## config.mk

```make
export PLATFORM = sky130hd
export DESIGN_NAME = serial_receiver
export DESIGN_NICKNAME = d
export VERILOG_FILES = /design/src/rtl/serial_receiver.sv
export SDC_FILE = /design/constraint.sdc
export NUM_CORES = 1
export LEC_CHECK = 0
export ABC_CLOCK_PERIOD_IN_PS = 3830
export CORE_MARGIN = 1.5
export CORE_UTILIZATION = 40
export CTS_CLUSTER_DIAMETER = 40
export DETAILED_ROUTE_END_ITERATION = 10
export PLACE_DENSITY = 0.6
export SYNTH_ARGS = -nofsm -noshare
export SYNTH_HDL_FRONTEND = slang
export SYNTH_SLANG_ARGS = --single-unit
```

## constraint.sdc

```tcl
create_clock -name Clock -period 3.83 [get_ports Clock]
set_input_delay 0.9575 -clock Clock [delete_from_list [all_inputs] [get_ports Clock]]
set_output_delay 0.9575 -clock Clock [all_outputs]
set_load 0.02 [all_outputs]
```

## src/rtl/serial_receiver.sv

```systemverilog
// UART-style serial receiver with mid-bit sampling and a valid/ready holding register.
// Optional even parity is compiled in when KBT_RX_PARITY_EN is defined.
module serial_receiver #(
  parameter int unsigned BIT_CYCLES = 87,
  parameter int unsigned DATA_BITS  = 8
) (
  input  logic                 Clock,
  input  logic                 Reset,
  input  logic                 Din,
  output logic [DATA_BITS-1:0] RxData,
  output logic                 RxValid,
  input  logic                 RxReady,
  output logic                 FrameError,
  output logic                 Overrun,
  output logic                 ParityError
);

  localparam int unsigned   CW        = $clog2(BIT_CYCLES);
  localparam int unsigned   IW        = $clog2(DATA_BITS + 1);
  localparam logic [CW-1:0] HALF_LAST = CW'(BIT_CYCLES / 2 - 1);
  localparam logic [CW-1:0] BIT_LAST  = CW'(BIT_CYCLES - 1);
  localparam logic [IW-1:0] IDX_LAST  = IW'(DATA_BITS - 1);

  typedef enum logic [2:0] {
    S_IDLE,
    S_START,
    S_DATA,
`ifdef KBT_RX_PARITY_EN
    S_PARITY,
`endif
    S_STOP,
    S_WAIT_HIGH
  } state_e;

  state_e               state_q;
  logic                 sync1_q;
  logic                 ds_q;
  logic [CW-1:0]        cnt_q;
  logic [IW-1:0]        idx_q;
  logic [DATA_BITS-1:0] shift_q;
  logic [DATA_BITS-1:0] rx_data_q;
  logic                 rx_valid_q;
  logic                 frame_err_q;
  logic                 overrun_q;
  logic                 par_err_q;
  logic                 par_ok_c;
  logic                 xfer_c;

  assign xfer_c = rx_valid_q & RxReady;

  // Two-flop synchronizer; idle-high reset value so reset never looks like a start bit.
  always_ff @(posedge Clock or negedge Reset) begin
    if (!Reset) begin
      sync1_q <= 1'b1;
      ds_q    <= 1'b1;
    end else begin
      sync1_q <= Din;
      ds_q    <= sync1_q;
    end
  end

`ifdef KBT_RX_PARITY_EN
  logic par_bad_q;

  always_ff @(posedge Clock or negedge Reset) begin
    if (!Reset) begin
      par_bad_q <= 1'b0;
    end else if (state_q == S_PARITY && cnt_q == BIT_LAST) begin
      par_bad_q <= ds_q ^ (^shift_q);
    end
  end

  assign par_ok_c = ~par_bad_q;
`else
  assign par_ok_c = 1'b1;
`endif

  // Frame FSM, bit timing, shift register, holding register and error pulses.
  always_ff @(posedge Clock or negedge Reset) begin
    if (!Reset) begin
      state_q     <= S_IDLE;
      cnt_q       <= '0;
      idx_q       <= '0;
      shift_q     <= '0;
      rx_data_q   <= '0;
      rx_valid_q  <= 1'b0;
      frame_err_q <= 1'b0;
      overrun_q   <= 1'b0;
      par_err_q   <= 1'b0;
    end else begin
      frame_err_q <= 1'b0;
      overrun_q   <= 1'b0;
      par_err_q   <= 1'b0;
      if (xfer_c) begin
        rx_valid_q <= 1'b0;
      end

      case (state_q)
        S_IDLE: begin
          cnt_q <= '0;
          idx_q <= '0;
          if (!ds_q) begin
            state_q <= S_START;
          end
        end

        S_START: begin
          if (cnt_q == HALF_LAST) begin
            cnt_q   <= '0;
            state_q <= ds_q ? S_IDLE : S_DATA;
          end else begin
            cnt_q <= cnt_q + CW'(1);
          end
        end

        S_DATA: begin
          if (cnt_q == BIT_LAST) begin
            cnt_q   <= '0;
            shift_q <= {ds_q, shift_q[DATA_BITS-1:1]};
            idx_q   <= idx_q + IW'(1);
            if (idx_q == IDX_LAST) begin
`ifdef KBT_RX_PARITY_EN
              state_q <= S_PARITY;
`else
              state_q <= S_STOP;
`endif
            end
          end else begin
            cnt_q <= cnt_q + CW'(1);
          end
        end

`ifdef KBT_RX_PARITY_EN
        S_PARITY: begin
          if (cnt_q == BIT_LAST) begin
            cnt_q   <= '0;
            state_q <= S_STOP;
          end else begin
            cnt_q <= cnt_q + CW'(1);
          end
        end
`endif

        S_STOP: begin
          if (cnt_q == BIT_LAST) begin
            cnt_q     <= '0;
            par_err_q <= ~par_ok_c;
            if (!ds_q) begin
              frame_err_q <= 1'b1;
              state_q     <= S_WAIT_HIGH;
            end else begin
              state_q <= S_IDLE;
              if (par_ok_c) begin
                // A same-cycle consumer transfer frees the register for the new byte.
                if (rx_valid_q && !RxReady) begin
                  overrun_q <= 1'b1;
                end else begin
                  rx_data_q  <= shift_q;
                  rx_valid_q <= 1'b1;
                end
              end
            end
          end else begin
            cnt_q <= cnt_q + CW'(1);
          end
        end

        S_WAIT_HIGH: begin
          if (ds_q) begin
            state_q <= S_IDLE;
          end
        end

        default: state_q <= S_IDLE;
      endcase
    end
  end

  assign RxData      = rx_data_q;
  assign RxValid     = rx_valid_q;
  assign FrameError  = frame_err_q;
  assign Overrun     = overrun_q;
  assign ParityError = par_err_q;

endmodule
```

# --- Word level (Yosys, flattened, before mapping) ---
# Cells that the tools add are included.
classes:
  add_sub_neg: 2
  shift: 0
  mul: 0
  bitwise_logic: 2
  n_lt_le_gt_ge: 0
  reduce_logical: 10
  mux: 26
  n_eq_ne: 13
  n_div: 0
ops:
  columns: ["op", "n"]
  rows:
  - ["$mux 3", 7]
  - ["$pmux 7 s3", 1]
  - ["$pmux 3 s5", 1]
  - ["$mux 7", 2]
  - ["$mux 1", 12]
  - ["$ne 2x2->1 const B", 6]
  - ["$pmux 4 s2", 1]
  - ["$add 7x1->7 const B", 1]
  - ["$eq 7x6->1 const B", 1]
  - ["$eq 7x7->1 const B", 1]
  - ["$eq 3x2->1 const B", 2]
  - ["$reduce_and 6->1", 1]
  - ["$add 4x1->4 const B", 1]
  - ["$eq 4x3->1 const B", 1]
  - ["$mux 4", 1]
  - ["$reduce_and 2->1", 2]
  - ["$reduce_and 4->1", 1]
  - ["$eq 3x1->1 const B", 1]
  - ["$eq 3x3->1 const B", 1]
  - ["$logic_not 3->1", 1]
  - ["$reduce_bool 3->1", 1]
  - ["$mux 2", 1]
  - ["$reduce_bool 2->1", 1]
  - ["$reduce_or 2->1", 1]
  - ["4 further kinds", 4]
word_totals:
  ram_bits: 0
  input_bits: 4
  mem_bits_ro: 0
  latchBits: 0
  regBits: 35
  mem_count: 0
  output_inout_bits: 12

# --- Logic depth before layout (Yosys ltp) ---
logic_depth:
  word_depth: 6
  ltp_mapped: 6

# --- Least setup slack after synthesis ---
# Ideal clock, no wire load.
synth_timing:
  kind: "in2reg"
  start: "input RxReady"
  end: "register rx_data_q[0] (netlist: RxData[0])"
  cell_stages: 4
  path_buffers: 0
  setup_ps: 125
  t_arrival_ps: 1871
  slack_ps: 1834
  path_cell_list: "nand2b_1 nand2_1 nor4_4 mux2_2"
synth_via:
  elab_chain_cells: 4
synth_rtl:
  columns: ["item", "line", "rtl"]
  rows:
  - ["start, declared", "12", "input logic RxReady,"]
  - ["$logic_not 1->1", "155", "if (rx_valid_q && !RxReady) begin"]
  - ["$logic_and 1x1->1", "155", null]
  - ["$not 1->1 (no line)", null, null]
  - ["$reduce_and 4->1 (no line)", null, null]
  - ["end signal, assigned", "158", "rx_data_q <= shift_q;"]
  - ["end, declared", "41", "logic [DATA_BITS-1:0] rx_data_q;"]
# No other way between the ends.
# A chain may end at the register's enable or synchronous reset.

# --- Worst setup path after layout ---
layout_timing:
  start: "input RxReady"
  end: "register rx_data_q[1] (netlist: RxData[1])"
# Same word-level chain as after synthesis.

==> key figures <==
Synth
  • Largest area contributor in the netlist: dfrtp_1
  • Yosys top cell area share: 0.514
  • Post-synth EDFFs: 0
  • Top cells by area, synth: dfrtp_1, mux2_2, dfstp_2
  • Most used DFF post-synth: dfrtp_1
  • Post-synth ARST share: 1.00
  • Post-synthesis cell count: about 130
  • Post-synthesis sequential element count: 35
  • Mapped Avg Cell Area: between 10 and 15 um2
  • Sequential area share after synthesis: 0.546
  • Cell Area, Synth: about 0.0016 mm2
  • Top post-synthesis cells by count: dfrtp_1, mux2_2, nand2_1, nor2_1, inv_1
  • Post-Syn Nets: 140
  • Synth cell types: 41
  • Synth Warn #: 0
  • Top-count cell post-synth: dfrtp_1

Outcome
  • Status: finished, final reports clean

Global route
  • Gr ovfl total: 0
  • Total Routing Usage GR: 0.150
  • Antenna violations before repair: 0
  • First-pass GRT wire length: approximately 4.9 mm
  • Pin count of the biggest net entering global routing: 36
  • Vias in the first global route: between 1000 and 1500

Place
  • Number of buffers added on ports: 14
  • DP HPWL: 1.97 mm
  • Placer Congestion: between 0.7 and 0.8
  • Placed insts: 191

STA
  • Fin crit share: 0.611
  • Max-Slew Margin vs Limit: 0.536
  • Fin. Hold Viols: 0
  • RSZ-0062 raised after global routing: no
  • Worst Skew: roughly 0.0058 ns
  • Final Slew Violations: 0
  • Period minus WS final: 2.34 ns
  • Final setup viols: 0
  • Final setup TNS: 0 ns
  • Slew @ Worst Pin: between 0.6 and 0.7 ns
  • Fmax: about 430 MHz

Final layout
  • Area growth syn-to-layout: 18.5%
  • N_diodes: 0
  • Non-Filler Instances: 199
  • Layout fillers: between 300 and 400
  • # nets final: ~160
  • Share of layout cells above drive strength 1: 0.265

Floorplan
  • DIE WIDTH: 66.4 um
  • Die area: 0.00441 mm2
  • CORE AREA: around 0.0038 mm2
  • I/O pins: 16
  • Chip height: about 66 um
  • Floorplan row count: 22
  • Initial Util: 0.426

Clock tree
  • Worst-path clk slew: around 0.07 ns
  • Root buffer cell: clkbuf_8
  • Post-cts resize count: 0
  • Post-CTS Setup Inserts: 0
  • # hold bufs at CTS: 0
  • Skew-Pair Late Insertion Delay: roughly 0.28 ns
  • H-tree depth: 2
  • TritonCTS Buffers: 5
  • CTS sink cnt: 35
  • CTS tree: built
  • Clock Tree Buf Depth: 2

Drt
  • Final ANT Viol Nets: 0
  • Pre-Repair DR Iteration Count: 4
  • Via density: between 5 and 6
  • DR vias: roughly 1000
  • 1st-iter DRT viols: 62
  • Total wire length: between 2 and 3 mm
  • DRC: 0
  • Avg WL per Cell: about 14 um

Run
  • Max_cap viols: 0

Worst setup path
  • Critical path launch point type: input pin
  • Critical path type: in2reg
  • CP bufs+invs: 1
  • Worst path required time: approximately 4 ns
  • Worst-path maximum fanout: 8
  • Crit. End Element: flop
  • Delay-heaviest family, CP: simple AND/OR/NAND/NOR gates
  • Cell Chain, Critical Path: clkdlybuf4s50_1, nand2b_1, nand2_1, nor4_4, mux2_2
  • Max stage delay on crit path: around 0.46 ns
  • Arrival @ worst endpoint: 2.50 ns
  • Worst path slowest cell: nor4_4

Pwr
  • Leak Pwr: roughly 0.0009 uW
  • Total power: roughly 760 uW
  • Power Density: about 400 mW/mm2
  • Worst vdd ir: between 0.0002 and 0.00025 V

Min path
  • Min-delay worst type: reg2reg
-- worst reg2reg max path: stages (launching register included) --
cell and delay [ns]:
dfrtp_1 0.41, inv_1 0.09, ha_1 0.17, and4b_2 0.30, nand2_4 0.11, nor4_4 0.54, mux2_2 0.41
-- cells in the final DEF, fill, tap and decap left out, types with 3 or more instances in the layout --
master and instances:
nand3_1 4, a21oi_1 3, clkdlybuf4s50_1 14, dfrtp_1 33, mux2_2 16, inv_1 6
nor2_1 11, ha_1 3, o21ai_0 3, clkbuf_8 6, nand2_1 11
-- power breakdown --
group / switching, uW / internal, uW
clock network: 127 / 210
logic: 21.9 / 14.2
registers: 10.5 / 378
total: 159 / 602
-- final cells by class --
| class | count | area, um2 | share of cell area |
|---|---|---|---|
| Timing Repair Buffer | 15 | 148 | 0.0775 |
| Clock inverter | 2 | 35.0 | 0.0184 |
| Multi-Input combinational cell | 87 | 679 | 0.357 |
| Tap cell | 48 | 60.1 | 0.0315 |
| Inverter | 6 | 22.5 | 0.0118 |
| Clock buffer | 6 | 82.6 | 0.0433 |
| Sequential cell | 35 | 878 | 0.461 |
-- sequential cells by signal, indices dropped and copies added (netlist names) --
| name | cells |
|---|---|
| idx_q | 4 |
| state_q | 3 |
| FrameError | 1 |
| shift_q | 8 |
| cnt_q | 7 |
| Overrun | 1 |
| ds_q | 1 |
| sync1_q | 1 |
| RxValid | 1 |
| RxData | 8 |
-- cell families (layout without fill, tap and decap cells) --
family | after synthesis | after routing | share of synthesized area
other cells | 1 | 1 | 0.00233
buf+inv | 11 | 29 | 0.0311
simple gates | 48 | 48 | 0.194
compound gates | 13 | 13 | 0.0568
mux | 18 | 18 | 0.125
xor+xnor | 4 | 4 | 0.0218
flops | 35 | 35 | 0.546
fa+ha+maj | 3 | 3 | 0.0233
-- layer usage --
metal / vias to the layer above / routed length, um / global-route usage
li1: 505 / - / -
met1: 503 / 1320 / 0.187
met2: 14 / 1370 / 0.245
met3: 4 / 91 / 0.0562
met4: 0 / 26 / 0.0383
met5: - / 0 / 0
-- through the flow --
stage	setup WS (ns)	hold slack [ns]	cell area, um2	utilization
final	1.49	0.359	1910	0.505
after detailed placement	1.16	0.351	1790	0.474
after global placement	1.24	0.346	1790	0.474
after floorplan	1.83	0.345	1610	-
after global routing	1.41	0.367	1910	0.505
after CTS	1.46	0.361	1910	0.505
-- path summary, 6_finish.rpt --
| kind | end | cells after the start | start | slack (ns) |
|---|---|---|---|---|
| min in group asynchronous | cnt_q[5] | 2 | Reset | 1.08 |
| worst min-delay path | ds_q | 0 | sync1_q | 0.36 |
| worst max-delay path | RxData[1] | 5 | RxReady | 1.49 |
| worst min register to register | ds_q | 0 | sync1_q | 0.36 |
| max in group asynchronous | sync1_q | 2 | Reset | 2.40 |
| worst max register to register | RxData[1] | 6 | cnt_q[0] | 1.69 |
Note: power is estimated with default switching activity, not from simulation.
